**src/rtl/riscv_uart_loader.sv**
```systemverilog
// UART boot loader: receives a little-endian word count followed by that many
// little-endian 32-bit words, writes them to RAM from address 0, then releases the core.
module riscv_uart_loader #(
    parameter int CLKS_PER_BIT = 868,
    parameter int MAX_WORDS    = 1024
) (
    input  logic        clk,
    input  logic        x_reset,
    input  logic        rx,
    output logic        wr_en,
    output logic [31:0] wr_addr,
    output logic [31:0] wr_data,
    output logic        core_x_reset,
    output logic        busy,
    output logic        done,
    output logic        err
);

    localparam int CNT_W = $clog2(CLKS_PER_BIT);
    localparam logic [CNT_W-1:0] BIT_LAST  = CNT_W'(CLKS_PER_BIT - 1);
    localparam logic [CNT_W-1:0] HALF_LAST = CNT_W'(CLKS_PER_BIT / 2 - 1);
    localparam logic [31:0]      MAX_LEN   = 32'(MAX_WORDS);

    typedef enum logic [1:0] {RX_IDLE, RX_START, RX_DATA, RX_STOP} rx_state_t;
    typedef enum logic [1:0] {LD_LEN, LD_LOAD, LD_DONE, LD_ERR} ld_state_t;

    rx_state_t        rx_state, rx_next;
    ld_state_t        ld_state, ld_next;

    logic             rx_meta, rx_sync, rx_prev;
    logic [CNT_W-1:0] cnt;
    logic [2:0]       bit_idx;
    logic [7:0]       shreg;
    logic             byte_valid, frame_err;

    logic [1:0]       byte_cnt, byte_cnt_next;
    logic [31:0]      word_buf, assembled, len, index;
    logic             take_byte, busy_next;

    // ---------------- receiver ----------------
    // NOTE: sequential state uses non-blocking assignments so every flop samples
    // the pre-edge values of the others, independent of statement order.
    always_ff @(posedge clk or negedge x_reset) begin
        if (!x_reset) begin
            rx_meta <= 1'b1;
            rx_sync <= 1'b1;
            rx_prev <= 1'b1;
        end else begin
            rx_meta <= rx;
            rx_sync <= rx_meta;
            rx_prev <= rx_sync;
        end
    end

    always_ff @(posedge clk or negedge x_reset) begin
        if (!x_reset) rx_state <= RX_IDLE;
        else          rx_state <= rx_next;
    end

    // NOTE: every output of a combinational block gets a default first, so no
    // path through the case can leave it unassigned and infer a latch.
    always_comb begin
        rx_next = rx_state;
        case (rx_state)
            RX_IDLE:  if (rx_prev && !rx_sync) rx_next = RX_START;
            RX_START: if (cnt == HALF_LAST) rx_next = rx_sync ? RX_IDLE : RX_DATA;
            RX_DATA:  if (cnt == BIT_LAST && bit_idx == 3'd7) rx_next = RX_STOP;
            RX_STOP:  if (cnt == BIT_LAST) rx_next = RX_IDLE;
            default:  rx_next = RX_IDLE;
        endcase
    end

    always_ff @(posedge clk or negedge x_reset) begin
        if (!x_reset) begin
            cnt        <= '0;
            bit_idx    <= '0;
            shreg      <= '0;
            byte_valid <= 1'b0;
            frame_err  <= 1'b0;
        end else begin
            byte_valid <= 1'b0;
            frame_err  <= 1'b0;
            case (rx_state)
                RX_IDLE: begin
                    cnt     <= '0;
                    bit_idx <= '0;
                end
                RX_START: cnt <= (cnt == HALF_LAST) ? '0 : cnt + 1'b1;
                RX_DATA: begin
                    if (cnt == BIT_LAST) begin
                        cnt     <= '0;
                        shreg   <= {rx_sync, shreg[7:1]};
                        bit_idx <= bit_idx + 3'd1;
                    end else begin
                        cnt <= cnt + 1'b1;
                    end
                end
                RX_STOP: begin
                    if (cnt == BIT_LAST) begin
                        cnt        <= '0;
                        byte_valid <= rx_sync;
                        frame_err  <= !rx_sync;
                    end else begin
                        cnt <= cnt + 1'b1;
                    end
                end
                default: cnt <= '0;
            endcase
        end
    end

    // ---------------- loader ----------------
    assign take_byte = byte_valid && (ld_state == LD_LEN || ld_state == LD_LOAD);
    assign assembled = {shreg, word_buf[31:8]};

    always_ff @(posedge clk or negedge x_reset) begin
        if (!x_reset) ld_state <= LD_LEN;
        else          ld_state <= ld_next;
    end

    always_comb begin
        ld_next       = ld_state;
        byte_cnt_next = take_byte ? byte_cnt + 2'd1 : byte_cnt;
        case (ld_state)
            LD_LEN: begin
                if (frame_err) begin
                    ld_next = LD_ERR;
                end else if (take_byte && byte_cnt == 2'd3) begin
                    if (assembled == 32'd0)     ld_next = LD_DONE;
                    else if (assembled > MAX_LEN) ld_next = LD_ERR;
                    else                         ld_next = LD_LOAD;
                end
            end
            LD_LOAD: begin
                if (frame_err)                     ld_next = LD_ERR;
                else if (wr_en && index == len)    ld_next = LD_DONE;
            end
            default: ld_next = ld_state;
        endcase
        busy_next = (ld_next == LD_LOAD) || (ld_next == LD_LEN && byte_cnt_next != 2'd0);
    end

    always_ff @(posedge clk or negedge x_reset) begin
        if (!x_reset) begin
            byte_cnt     <= '0;
            word_buf     <= '0;
            len          <= '0;
            index        <= '0;
            wr_en        <= 1'b0;
            wr_addr      <= '0;
            wr_data      <= '0;
            core_x_reset <= 1'b0;
            busy         <= 1'b0;
            done         <= 1'b0;
            err          <= 1'b0;
        end else begin
            wr_en        <= 1'b0;
            busy         <= busy_next;
            done         <= (ld_next == LD_DONE);
            err          <= (ld_next == LD_ERR);
            core_x_reset <= (ld_state == LD_DONE);
            if (take_byte) begin
                byte_cnt <= byte_cnt_next;
                word_buf <= assembled;
                if (byte_cnt == 2'd3) begin
                    if (ld_state == LD_LEN) begin
                        len   <= assembled;
                        index <= '0;
                    end else begin
                        wr_en   <= 1'b1;
                        wr_addr <= {index[29:0], 2'b00};
                        wr_data <= assembled;
                        index   <= index + 32'd1;
                    end
                end
            end
        end
    end

endmodule

```
**config.mk**
```make
export PLATFORM = sky130hd
export DESIGN_NAME = riscv_uart_loader
export DESIGN_NICKNAME = d
export VERILOG_FILES = /design/src/rtl/riscv_uart_loader.sv
export SDC_FILE = /design/constraint.sdc
export NUM_CORES = 1
export LEC_CHECK = 0
export CAP_MARGIN = 10
export CORE_MARGIN = 3
export CORE_UTILIZATION = 50
export DETAILED_ROUTE_END_ITERATION = 8
export PLACE_DENSITY_LB_ADDON = 0.25
export SLEW_MARGIN = 20
export SYNTH_ARGS = -nofsm -noshare
export SYNTH_HDL_FRONTEND = slang
export SYNTH_SLANG_ARGS = --single-unit
```
**constraint.sdc**
```tcl
create_clock -name clk -period 2.8 [get_ports clk]
set_input_delay 0.42 -clock clk [delete_from_list [all_inputs] [get_ports clk]]
set_output_delay 0.42 -clock clk [all_outputs]
set_load 0.02 [all_outputs]
```
# == Word level (Yosys, flattened, before mapping) ==
# Index checks and enable logic that the tools add are counted.
# totals
input_bits,3
wordCells,94
output_inout_bits,69
ff_bits,195
# op_classes
n_bitwise,1
n_addsub,4
n_mux,27
n_reduce_logical,22
magnitude_cmp,1
n_eq_ne,18
# ops
operator,n
$add 32x1->32 const B,1
$eq 32x32->1,1
$gt 32x11->1 const B,1
$logic_not 32->1,1
$mux 32,1
$pmux 10 s3,1
$mux 2,12
$mux 10,2
$eq 2x2->1 const B,6
$add 10x1->10 const B,1
$eq 10x10->1 const B,1
$eq 10x9->1 const B,1
$ne 2x2->1 const B,5
$pmux 2 s4,1
$mux 1,7
$eq 2x1->1 const B,3
$logic_and 1x1->1,6
$logic_not 2->1,3
$pmux 3 s2,1
$reduce_and 2->1,3
$reduce_and 3->1,2
$pmux 2 s2,1
$reduce_and 4->1,1
$reduce_bool 2->1,2
other kinds (8),9

# == Longest topological paths before layout ==
# Gate-level depths: netlist of the first run.
# depth
word_depth,10
ltp_mapped,9
mapped_depth_nobuf,6

# == Worst setup path before layout of the first run ==
# Ideal clock, no wire load.
# synth_path
path_kind,reg2reg
startpoint,register cnt[0]
endpoint,register shreg[0]
arrival_time_ns,1.785
n_path_buf,1
synth_period_minus_slack_ns,1.910
stages_incl_launch_ff,7
path_slack_ns,0.890
required_ns,2.675
setup_ns,0.125
path_cell_list,dfrtp_1 -> ha_1 -> nor4bb_1 -> nand4_1 -> nor2_1 -> buf_2 -> mux2_2
# synth_via
elab_chain_len,2
# synth_lines
item,line,rtl
from (decl),31,logic [CNT_W-1:0] cnt;
from (signal assigned),88,RX_START: cnt <= (cnt == HALF_LAST) ? '0 : cnt + 1'b1;
from (signal assigned),95,cnt <= cnt + 1'b1;
from (signal assigned),104,cnt <= cnt + 1'b1;
$eq 10x10->1,90,if (cnt == BIT_LAST) begin
$reduce_and 2->1 (no line),-,
to (signal assigned),92,"shreg <= {rx_sync, shreg[7:1]};"
to (decl),33,logic [7:0] shreg;
# Every way passes these cells.
# A chain may end at the register's enable or synchronous reset.

# == Final worst setup path of the first run ==
# layout_path
startpoint,register byte_cnt[0]
endpoint,register index[23]
# layout_via
elab_chain_len,2
# layout_lines
item,line,rtl
from (decl),36,"logic [1:0] byte_cnt, byte_cnt_next;"
from (signal assigned),163,byte_cnt <= byte_cnt_next;
$eq 2x2->1,165,if (byte_cnt == 2'd3) begin
$reduce_and 2->1 (no line),-,
to (signal assigned),173,index <= index + 32'd1;
to (decl),37,"logic [31:0] word_buf, assembled, len, index;"
# Every way passes these cells.

==> flow_metrics.tcl, run 1 <==
set metrics [dict create \
    clockBufferDepth 2 \
    finalHoldViolCount 0 \
    routed_wl_mm 20.1 \
    grtUsageMet3_pct 4.20 \
    synth_xor_area_share_pct 4.92 \
    seq_area_frac_synth_pct 56.0 \
    p_total_mw 5.58 \
    intPower_mw 4.31 \
    grtUsageMet1_pct 32.4 \
    clock-sinks 187 \
    worst_hold_path_type "reg2reg" \
    yosys.area.top_type_share_pct 55.0 \
    yosys.area.top_type "dfrtp_1" \
    boundaryPins 72 \
    share_seq_of_total_power_pct 49.7 \
    place_congestion 0.915 \
    drc_errors 0 \
    yosys.area_share.simple_pct 20.3 \
    drt-initial-drc-count 456 \
    synth-adder-area-share_pct 0.897 \
    crit_type "reg2reg" \
    clk_latency_ps 430 \
    p_per_area_nw_per_um2 566 \
    holdWs_ps 358 \
    path_clk_slew_ps 70 \
    busiest_layer "met2" \
    synth_top_family_by_area "simple AND/OR/NAND/NOR gates" \
    final_cell_mix "nand2_1 (219), dfrtp_1 (184), mux2_2 (68), clkdlybuf4s50_1 (68), xor2_1 (42)" \
    ys_seq_elements 187 \
    ir_drop_mv 0.483 \
    synthTopCellsByArea "dfrtp_1 (55%), nand2_1 (9.9%), mux2_2 (9.2%)" \
    cts_resized 0 \
    drv_cap 0 \
    synth_mux_area_share_pct 9.51 \
    finalCritPeriodShare_pct 75.0 \
    comb_power_share_pct 3.7 \
    drive_gt1_share_pct 16.0 \
    cp.required_ps 3120 \
    place_ws_ps 691 \
    clock.fmax_mhz 476 \
    grt_pass1_wl_mm 33.3 \
    placed_area_um2 9220 \
    grtUsageTotal_pct 23.3 \
    finalWorstSetupSlack_ps 699 \
    h-tree-depth 4 \
    reg2reg_slack_ps 700 \
    critPathMaxFanout 71 \
    die_w_um 135 \
    root_buffer "clkbuf_16" \
    vias 6020 \
    p_leak_nw 5.01 \
    skew_ps 7.65 \
    synth_ff_type "dfrtp_1" \
    tightest_slew_ps 729 \
    netlist_area_um2 8370 \
    grt_max_degree 72 \
    swShare_pct 22.8 \
    globalRouteMet2Util_pct 37.7 \
    cts_made_buffers 17 \
    post-route-min-period_ps 2100 \
    synth_edf_count 0 \
    syn_inst 790 \
    first_pass_iters 5 \
    antenna_found_initial 0 \
    die_h_um 135 \
    routedWlPerCell_um 18.6 \
    synth_cell_types 58 \
    dp_hpwl_mm 14.1 \
    via_per_inst 5.59 \
    area_growth_pct 17.9 \
    p_switching_mw 1.27 \
    synthArstFlopShare_pct 100 \
    slew_violations 0 \
    setup-tns-final_ps 0 \
    finalNetCount 857 \
    max_slew_margin_pct 51.4 \
    final_common_cell "nand2_1" \
    antennaDiodeCount 0 \
    cts_hold_buf 1 \
    synth_compound_area_share_pct 5.04 \
    final_cell_area_um2 9860 \
    rows 46 \
    cp-end-kind "register" \
    yosys_warnings 0 \
    overflow 0 \
    rsz0062_at_grt "false" \
    syn_area_per_cell_um2 10.6 \
    start_util_pct 51.9 \
    cts_setup_buffers 0 \
    status "complete, no violations" \
    core_area_um2 16100 \
    final_antenna_net_count 0 \
    cts_tree "done" \
    cp.arrival_ps 2420 \
    io_buffer_count 69 \
    setup_viol 0 \
    start_kind "register" \
    dieArea_um2 18300 \
    clock_power_share_pct 46.7 \
    grt_pass1_vias 6097 \
]
-- power by group through the flow --
stage,Sequential [mW],Combinational (mW),Clock [mW]
detailed placement,2.82,0.209,0
finish,2.77,0.204,2.61
CTS,2.77,0.211,2.63
global placement,2.82,0.201,0
floorplan,2.81,0.111,0
global route,2.78,0.235,2.77
-- worst max-delay path, cell delays in order (launching register included) --
cell     delay [ps]
dfrtp_1         390
ha_1            210
and3b_1         350
nand2_2         150
buf_4           570
or3_1           200
o21ai_0          70
-- final cells by class --
class                   instances  area [um2]
flip-flops and latches        187        4680
clock inverters                15         214
inverters                       8        30.0
well taps                     216         270
clock buffers                  17         425
repair buffers                 82         830
multi-input cells             552        3410
fillers                      1327        6250
-- per-stage QoR --
stage | util (%) | cells
2_1_floorplan | - | 791
3_3_place_gp | 57.2 | 1044
3_5_place_dp | 57.2 | 1044
4_1_cts | 61.2 | 1077
5_1_grt | 61.2 | 1077
6_report | 61.2 | 1077
-- flip-flops by register name, summed over array words and instances (netlist names), 2 cells and up, named ones only --
register / cells
len: 32
cnt: 10
word_buf: 24
ld_state: 2
wr_data: 32
bit_idx: 3
index: 32
byte_cnt: 2
wr_addr: 30
shreg: 8
-- worst paths after layout --
kind,start,endpoint,cells after the start
max in group asynchronous,x_reset,rx_sync,3
max,byte_cnt[0],index[23],6
min in group asynchronous,x_reset,wr_addr[10],2
min,rx_meta,rx_sync,0
max reg2reg,byte_cnt[0],index[23],6
min reg2reg,rx_meta,rx_sync,0
-- cells by family (layout without fill, tap and decap cells) --
family	Yosys count	after routing
other cells	1	2
xor+xnor	47	47
fa+ha+maj	6	6
flops	187	187
simple gates	358	358
compound gates	68	68
buf+inv	52	122
mux	71	71
-- layer usage --
| metal | vias up | part of all wire (%) |
|---|---|---|
| li1 | 2807 | - |
| met3 | 22 | 4.1 |
| met1 | 3042 | 45 |
| met2 | 149 | 49 |
| met5 | - | 0 |
| met4 | 0 | 1.4 |
-- cell usage after synthesis (4+ instances only) --
library cell    n
dfrtp_1       184
a21oi_1        13
nor2b_1         4
buf_4           6
a22o_1          5
a31oi_1         4
nor4_1         24
nand4_1        12
clkbuf_1       14
inv_1           7
nor3_1         10
nor2_1         32
ha_1            6
o31ai_1         4
xor2_1         42
buf_6           5
mux2_2         68
o21ai_0        32
xnor2_1         5
or3_1           7
nand2_1       220
nand3_1        19
buf_2          19
No activity file was read; power rests on OpenSTA's default activity.
==> run 2: changes to the inputs <==
- clock period: 2.8 -> 1.95 ns (I/O delays scaled with it)
==> flow_metrics.tcl, run 2 (synthesis gave the netlist of run 1 again) <==
set metrics [dict create \
    clk_latency_ps 430 \
    grt_pass1_wl_mm 35.4 \
    slew_violations 0 \
    antennaDiodeCount 0 \
    boundaryPins 72 \
    place_congestion 0.894 \
    root_buffer "clkbuf_16" \
    drive_gt1_share_pct 23.7 \
    r2r_cells 5 \
    p_leak_nw 5.39 \
    max_slew_margin_pct 64.2 \
    clock.fmax_mhz 523 \
    final_common_cell "nand2_1" \
    share_seq_of_total_power_pct 50.3 \
    critPathMaxFanout 4 \
    swShare_pct 24.6 \
    dp_hpwl_mm 16.0 \
    routed_wl_mm 21.6 \
    post-route-min-period_ps 1910 \
    comb_power_share_pct 5.3 \
    p_per_area_nw_per_um2 754 \
    final_cell_count_no_fill 1145 \
    core_area_um2 16100 \
    finalCritPeriodShare_pct 98.0 \
    via_per_inst 5.46 \
    finalHoldViolCount 0 \
    drv_cap 0 \
    rows 46 \
    top_regs "index (32), len (32), wr_data (32)" \
    cts_tree "done" \
    tightest_slew_ps 533 \
    clock_power_share_pct 44.3 \
    worst_hold_path_type "in2reg" \
    ir_drop_mv 0.598 \
    antenna_found_initial 0 \
    vias 6255 \
    setup-tns-final_ps 0 \
    setup_viol 0 \
    clockBufferDepth 2 \
    drc_errors 0 \
    post-place-cells 1108 \
    p_total_mw 7.89 \
    overflow 0 \
    path_clk_slew_ps 70 \
    skew_ps 8.95 \
    grtUsageTotal_pct 24.9 \
    fin_util_pct 64.9 \
    drt-initial-drc-count 432 \
    die_h_um 135 \
    start_util_pct 51.9 \
    cts_made_buffers 17 \
    worst_hold_path.num_cells 1 \
    final_cell_mix "nand2_1 (219), dfrtp_1 (179), buf_4 (73)" \
    cp.required_ps 2260 \
    intPower_mw 5.94 \
    final_antenna_net_count 0 \
    p_switching_mw 1.94 \
    cp.arrival_ps 2220 \
    first_pass_iters 5 \
    holdWs_ps 275 \
    grt_max_degree 52 \
    crit_type "reg2reg" \
    io_buffer_count 69 \
    grt_pass1_vias 6607 \
    finalNetCount 925 \
    crit_slowest_cell "dfrtp_1" \
    status "complete, no violations" \
    dieArea_um2 18300 \
    start_kind "register" \
    die_w_um 135 \
    h-tree-depth 4 \
    area_growth_pct 25.0 \
    clock-sinks 187 \
    routedWlPerCell_um 18.8 \
    path_cells "nor4_1 > nand3_2 > o41ai_4 > a21oi_1 > o311a_1" \
    max_stage_delay_ps 430 \
    cp-end-kind "register" \
]
[run 2: changes by cell type in the layout (fill, tap and decap cells not counted), moves of 3 or more]
cell        before  now
buf_4            9   73
nor4_1          24   18
nor4_2           0    6
dfrtp_1        184  179
dfrtp_2          0    5
buf_12           3    7
clkinvlp_4       4    0
inv_6            2    6
bufinv_16        4    1
inv_8            1    4
[run 2: per-layer routing]
| layer | track usage (%) | part of all wire [%] | vias to the layer above |
|---|---|---|---|
| met1 | 32.8 | 44 | 3132 |
| met5 | 0 | 0 | - |
| met4 | 8.45 | 2.4 | 0 |
| li1 | - | - | 2926 |
| met2 | 42.0 | 50 | 158 |
| met3 | 4.31 | 3.2 | 39 |
[run 2: path summary, 6_finish.rpt]
check	startpoint	end	slack, ps
hold reg to reg	rx_meta	rx_sync	360
setup reg to reg	word_buf[10]	busy	40
hold / removal	rx	rx_meta	280
setup / recovery	word_buf[10]	busy	40
max in group asynchronous	x_reset	len[11]	870
min in group asynchronous	x_reset	index[5]	350
[run 2: layout make-up]
cell class,instances,area (um2)
clock inverters,15,170
flip-flops and latches,187,4690
inverters,8,30.0
multi-input cells,552,3480
clock buffers,17,425
well taps,216,270
repair buffers,150,1390
fillers,1279,5660
[run 2: power groups by stage]
stage / logic (mW) / registers (mW) / clock network, mW
3_3_place_gp: 0.317 / 4.04 / 0
4_1_cts: 0.337 / 3.97 / 3.55
6_report: 0.422 / 3.97 / 3.49
3_5_place_dp: 0.332 / 4.05 / 0
2_1_floorplan: 0.159 / 4.04 / 0
5_1_grt: 0.479 / 3.98 / 3.70
[run 2: per-stage QoR]
stage | worst slack, ps | area (um2)
3_5_place_dp | -35.0 | 9730
4_1_cts | 4.16 | 10300
6_report | 39.5 | 10500
5_1_grt | -0.937 | 10500
3_3_place_gp | -22.1 | 9730
2_1_floorplan | 40.4 | 8370
[run 2: worst max-delay path, delay by kind of cell (launching register included)]
family          cells  cell delay [ps]
simple gates        2              530
compound gates      3              840
flops               1              430
[run 2: repair_timing]
| item | 4_1_cts | 5_1_grt |
|---|---|---|
| hold buffers | 1 | 0 |
| resized for setup | 1 | 16 |
| buffers inserted | 0 | 4 |
| pin swaps | 0 | 8 |
| hold endpoints to repair | 35 | 0 |
| setup endpoints to repair | 3 | 31 |
